**src/rtl/fifo_uart_pkg.sv**
```systemverilog
// Shared state encoding and default baud constants for the FIFO-fed UART transmitter.
package fifo_uart_pkg;

    typedef enum logic [2:0] {
        StIdle   = 3'd0,
        StReq    = 3'd1,
        StLoad   = 3'd2,
        StStart  = 3'd3,
        StData   = 3'd4,
        StParity = 3'd5,
        StStop   = 3'd6
    } tx_state_e;

    localparam int unsigned ClkDivDefault  = 868;
    localparam int unsigned DivBitsDefault = 10;

endpackage

```
**src/rtl/uart_baud_tick.sv**
```systemverilog
// Free-running baud divider: counts 0..CLK_DIV-1, ticks on the last count, synchronous clear.
module uart_baud_tick
    import fifo_uart_pkg::*;
#(
    parameter int unsigned CLK_DIV  = ClkDivDefault,
    parameter int unsigned DIV_BITS = DivBitsDefault
) (
    input  logic i_clk,
    input  logic i_rest,
    input  logic i_clr,
    output logic o_tick
);

    localparam logic [DIV_BITS-1:0] CntMax = DIV_BITS'(CLK_DIV - 1);

    logic [DIV_BITS-1:0] cnt_q, cnt_d;

    always_comb begin
        cnt_d = cnt_q;
        if (i_clr || (cnt_q == CntMax)) begin
            cnt_d = '0;
        end else begin
            cnt_d = cnt_q + 1'b1;
        end
    end

    always_ff @(posedge i_clk or posedge i_rest) begin
        if (i_rest) begin
            cnt_q <= '0;
        end else begin
            cnt_q <= cnt_d;
        end
    end

    // Decoded from the registered count so the tick never depends on an input.
    assign o_tick = (cnt_q == CntMax);

endmodule

```
**src/rtl/fifo_uart_tx.sv**
```systemverilog
// Pops bytes from a FIFO and sends them as UART frames (start, LSB-first data, stop).
// Optional even parity bit when FIFO_UART_TX_PARITY_EN is defined.
module fifo_uart_tx
    import fifo_uart_pkg::*;
#(
    parameter int unsigned WIDTH     = 8,
    parameter int unsigned CLK_DIV   = ClkDivDefault,
    parameter int unsigned DIV_BITS  = DivBitsDefault,
    parameter int unsigned STOP_BITS = 1
) (
    input  logic             i_clk,
    input  logic             i_rest,
    input  logic             i_tx_en,
    input  logic             i_empty,
    input  logic [WIDTH-1:0] i_data,
    output logic             o_ren,
    output logic             o_tx,
    output logic             o_busy,
    output logic             o_byte_done
);

    localparam int unsigned   CntW     = $clog2(WIDTH + STOP_BITS + 1);
    localparam logic [CntW-1:0] LastData = CntW'(WIDTH - 1);
    localparam logic [CntW-1:0] LastStop = CntW'(STOP_BITS - 1);

    tx_state_e         state_q, state_d;
    logic [WIDTH-1:0]  shift_q, shift_d;
    logic [CntW-1:0]   bit_cnt_q, bit_cnt_d;
    logic              tick;
    logic              baud_clr;
`ifdef FIFO_UART_TX_PARITY_EN
    logic              parity_q, parity_d;
`endif

    // Hold the divider at zero until the frame starts so every bit is a full CLK_DIV long.
    assign baud_clr = (state_q == StIdle) || (state_q == StReq) || (state_q == StLoad);

    uart_baud_tick #(
        .CLK_DIV  (CLK_DIV),
        .DIV_BITS (DIV_BITS)
    ) u_baud (
        .i_clk  (i_clk),
        .i_rest (i_rest),
        .i_clr  (baud_clr),
        .o_tick (tick)
    );

    always_comb begin
        state_d   = state_q;
        shift_d   = shift_q;
        bit_cnt_d = bit_cnt_q;
`ifdef FIFO_UART_TX_PARITY_EN
        parity_d  = parity_q;
`endif
        unique case (state_q)
            StIdle: begin
                if (i_tx_en && !i_empty) state_d = StReq;
            end
            StReq: state_d = StLoad;
            StLoad: begin
                shift_d   = i_data;
                bit_cnt_d = '0;
`ifdef FIFO_UART_TX_PARITY_EN
                parity_d  = ^i_data;
`endif
                state_d   = StStart;
            end
            StStart: begin
                if (tick) state_d = StData;
            end
            StData: begin
                if (tick) begin
                    shift_d = shift_q >> 1;
                    if (bit_cnt_q == LastData) begin
                        bit_cnt_d = '0;
`ifdef FIFO_UART_TX_PARITY_EN
                        state_d   = StParity;
`else
                        state_d   = StStop;
`endif
                    end else begin
                        bit_cnt_d = bit_cnt_q + 1'b1;
                    end
                end
            end
`ifdef FIFO_UART_TX_PARITY_EN
            StParity: begin
                if (tick) state_d = StStop;
            end
`endif
            StStop: begin
                if (tick) begin
                    if (bit_cnt_q == LastStop) begin
                        bit_cnt_d = '0;
                        state_d   = StIdle;
                    end else begin
                        bit_cnt_d = bit_cnt_q + 1'b1;
                    end
                end
            end
            default: state_d = StIdle;
        endcase
    end

    always_ff @(posedge i_clk or posedge i_rest) begin
        if (i_rest) begin
            state_q   <= StIdle;
            shift_q   <= '0;
            bit_cnt_q <= '0;
`ifdef FIFO_UART_TX_PARITY_EN
            parity_q  <= 1'b0;
`endif
        end else begin
            state_q   <= state_d;
            shift_q   <= shift_d;
            bit_cnt_q <= bit_cnt_d;
`ifdef FIFO_UART_TX_PARITY_EN
            parity_q  <= parity_d;
`endif
        end
    end

    // Moore decodes of registered state; reset drives the line high asynchronously.
    always_comb begin
        o_tx = 1'b1;
        unique case (state_q)
            StStart:  o_tx = 1'b0;
            StData:   o_tx = shift_q[0];
`ifdef FIFO_UART_TX_PARITY_EN
            StParity: o_tx = parity_q;
`endif
            default:  o_tx = 1'b1;
        endcase
    end

    assign o_ren       = (state_q == StReq);
    assign o_busy      = (state_q != StIdle);
    assign o_byte_done = (state_q == StStop) && tick && (bit_cnt_q == LastStop);

endmodule

```
**config.mk**
```make
export PLATFORM = sky130hd
export DESIGN_NAME = fifo_uart_tx
export DESIGN_NICKNAME = d
export VERILOG_FILES = /design/src/rtl/fifo_uart_pkg.sv /design/src/rtl/uart_baud_tick.sv /design/src/rtl/fifo_uart_tx.sv
export SDC_FILE = /design/constraint.sdc
export NUM_CORES = 1
export LEC_CHECK = 0
export ABC_AREA = 0
export BUFFER_PORTS_ARGS = -buffer_cell sky130_fd_sc_hd__buf_2
export CORE_AREA = 2 2 58 65
export CTS_BUF_LIST = sky130_fd_sc_hd__clkbuf_2 sky130_fd_sc_hd__clkbuf_4 sky130_fd_sc_hd__clkbuf_8
export CTS_CLUSTER_DIAMETER = 80
export DETAILED_ROUTE_END_ITERATION = 6
export DIE_AREA = 0 0 60 67
export HOLD_SLACK_MARGIN = 0.15
export PLACE_DENSITY_LB_ADDON = 0.25
export SYNTH_ARGS = -nofsm -noshare
export SYNTH_HDL_FRONTEND = slang
export SYNTH_SLANG_ARGS = --single-unit
```
**constraint.sdc**
```tcl
create_clock -name i_clk -period 3.2 [get_ports i_clk]
set_clock_uncertainty 0.15 [all_clocks]
set_input_delay 0.64 -clock i_clk [delete_from_list [all_inputs] [get_ports i_clk]]
set_output_delay 0.64 -clock i_clk [all_outputs]
set_load 0.02 [all_outputs]
```
==> metrics <==
H-tree level count 1; starting density of the core between 40% and 50%; sequential fraction of design power about three fifths; maximum number of pins on one net before global-route repair 26; number of routed nets with antenna violations 0; minimum clock period after layout ~2.7 ns; kind of start point of the critical path flip-flop; average cell area after synthesis between 10 and 15 µm²; CP Data Required Time around 2.4 ns; cell leakage power 0.709 nW; switching pwr between 0.2 and 0.25 mW; root cell of the clock tree clkbuf_4; count of max-cap constraint violations 0; area grow syn2layout 9.55%; number of violations reported at the end of detailed-routing iteration 0 38; RSZ-0062 raised after global routing false; peak ir drop on the vdd network 0.000335 V; die span in y 67 µm; cell row count 22; area of all placed cells without fillers about 1600 µm²; antenna violations before repair 0; sequential-to-total area share from yosys stat a little over two fifths; overflow left after global routing 0; type of the tightest min-delay check in -> async; commonest cells after routing, fill and taps aside 25 x dfrtp_1, 15 x buf_2, 14 x nor2_1; antenna fix cells 0; fraction of power spent switching nets between 30% and 40%; placer congestion estimate between 0.7 and 0.8; wire length of the first global-routing pass 4690 µm; fraction of final layout cells sized beyond drive strength 1 between 20% and 30%; maximum buffer depth of the clock tree 2; summed instance area of the synthesized netlist around 1500 µm²; area of combinational cells with multiple inputs roughly 800 µm²; number of primary I/O pins 16; most common library cell in the layout ignoring fill and taps dfrtp_1; wire length per cell 13.5 µm; count of hold-fix buffers inserted at cts 0; Filler Cells Inserted 309; category of the worst setup path capture point primary output; total count of hold-check failures in the final report 0; DR vias 1,031; clock insertion delay at the later pin of the skew report 0.33 ns; total setup buffers inserted after CTS 0; prevailing post-synth register cell dfrtp_1; Worst Path Arrival approximately 1.9 ns; part of the power in the clock network around a fifth; headroom to the max-slew limit between 30 and 40%; via/cell ratio 5.23; clock buffers created by TritonCTS 3; count of unique library cells instantiated by Yosys 43; async set or reset register ratio after synthesis between 90% and 100%; pin slew with the least headroom to its limit between 0.9 and 1 ns; final hold slack around 0.34 ns; number of clock sinks 25; standard cell area after detailed placement roughly 1600 µm²; Resized cells post-CTS 0; number of flip-flops and latches in the synthesized netlist 25; outcome completed; class of the most critical setup path reg -> out; number of synthesized flops with an enable pin 0; Max Transition Viols Final 0; FF/Latch Area between 600 and 700 µm²; final worst path period share about 84%; via count of the first global-routing pass between 1,000 and 1,500; TritonCTS clock tree done; highest net fanout along the worst path 17; combinational share of power a little over a fifth; Post-Synthesis Net Count 149; width of the chip roughly 60 µm; maximum clock frequency 0.373 GHz; count of TritonRoute iterations in the first routing pass 4; gate count of the mapped netlist ~130; net total in the final layout roughly 170; final wirelength between 2000 and 3000 µm; setup violators final 0; final sum of negative setup slack 0 ns; area of the die roughly 4000 µm²; CTS clock-pin slew for the worst setup and hold paths approximately 0.15 ns; Internal Dissipation 0.519 mW; power per standard cell area between 400 and 500 nW/µm²; dpl hpwl 1990 µm; Warnings, synthesis 0; total routing usage reported by global routing roughly 15%; number of remaining DRC errors 0; final core area utilization a little under half; port bufs 15; area inside the core boundary 3330 µm²
==> cell families after synthesis <==
logic type / Yosys count / synth area share [%]
buffers and inverters: 10 / 3.36
multiplexers: 14 / 12.7
AND/OR/NAND/NOR: 55 / 23.6
XOR/XNOR: 8 / 4.82
AO/OA/AOI/OAI: 19 / 9.98
flip-flops: 25 / 43.0
adder cells (fa/ha/maj): 3 / 2.58
==> Yosys cell counts (all sizes together), types with 2 or more instances <==
master / instances / area share (%)
buf: 2 / 1.3
nor3b: 4 / 3.6
nand2: 5 / 1.3
inv: 6 / 1.5
nor2b: 3 / 1.3
xor2: 4 / 2.4
or3: 2 / 0.86
o21ai: 5 / 2.5
nand4: 4 / 2.2
clkbuf: 2 / 0.52
dfrtp: 25 / 43
nand3: 9 / 3.4
a21oi: 3 / 1.0
mux2: 14 / 13
nand4bb: 2 / 1.5
xnor2: 4 / 2.4
nor3: 3 / 1.0
and3: 3 / 1.3
ha: 3 / 2.6
nor2: 14 / 3.6
==> state kept, by name, indices dropped and copies added, names as in the netlist <==
name / count
u_baud.cnt_q: 10
bit_cnt_q: 4
shift_q: 8
state_q: 3
==> routing by layer <==
| layer | vias up | wire (µm) | global-route usage (%) |
|---|---|---|---|
| met2 | 23 | 1280 | 23.9 |
| met1 | 493 | 1270 | 21.1 |
| met3 | 2 | 94 | 2.14 |
| met4 | 0 | 17 | 6.11 |
| met5 | - | 0 | 0 |
| li1 | 513 | - | - |
==> power by group through the flow <==
stage	Sequential, mW	Combinational, mW	Clock [mW]
6_report	0.451	0.163	0.147
5_1_grt	0.460	0.186	0.168
4_1_cts	0.451	0.165	0.154
3_5_place_dp	0.455	0.166	0
3_3_place_gp	0.454	0.160	0
2_1_floorplan	0.439	0.137	0
==> cell type report <==
class,count,share of cell area [%]
clock buffers,3,1.41
flip-flops and latches,25,39.3
inverters,6,1.41
repair buffers,15,4.71
clock inverters,1,0.471
well taps,48,3.77
multi-input cells,99,48.9
==> through the flow <==
stage	setup WS [ns]	cells	power, mW
floorplan	1.02	134	0.575
global placement	0.939	193	0.613
detailed placement	0.896	193	0.621
CTS	0.510	197	0.769
global route	0.331	197	0.814
finish	0.516	197	0.762
==> worst max-delay path: stages (launching register included) <==
cell and delay, ns:
dfrtp_1 0.62, nor2b_1 0.37, nand4_1 0.26, nor2_1 0.15, buf_2 0.18
==> worst paths after layout <==
| path | cells past startpoint | to | startpoint | slack [ns] |
|---|---|---|---|---|
| worst max register to register | 4 | shift_q[2] | state_q[0] | 1.13 |
| worst min-delay path | 2 | u_baud.cnt_q[6] | i_rest | 0.34 |
| worst min register to register | 1 | u_baud.cnt_q[0] | u_baud.cnt_q[0] | 0.35 |
| worst max-delay path | 4 | o_byte_done | state_q[0] | 0.52 |
| min in group i_clk | 1 | u_baud.cnt_q[0] | u_baud.cnt_q[0] | 0.35 |
| max in group asynchronous | 2 | state_q[1] | i_rest | 2.00 |
(Power assumes the default switching activity.)
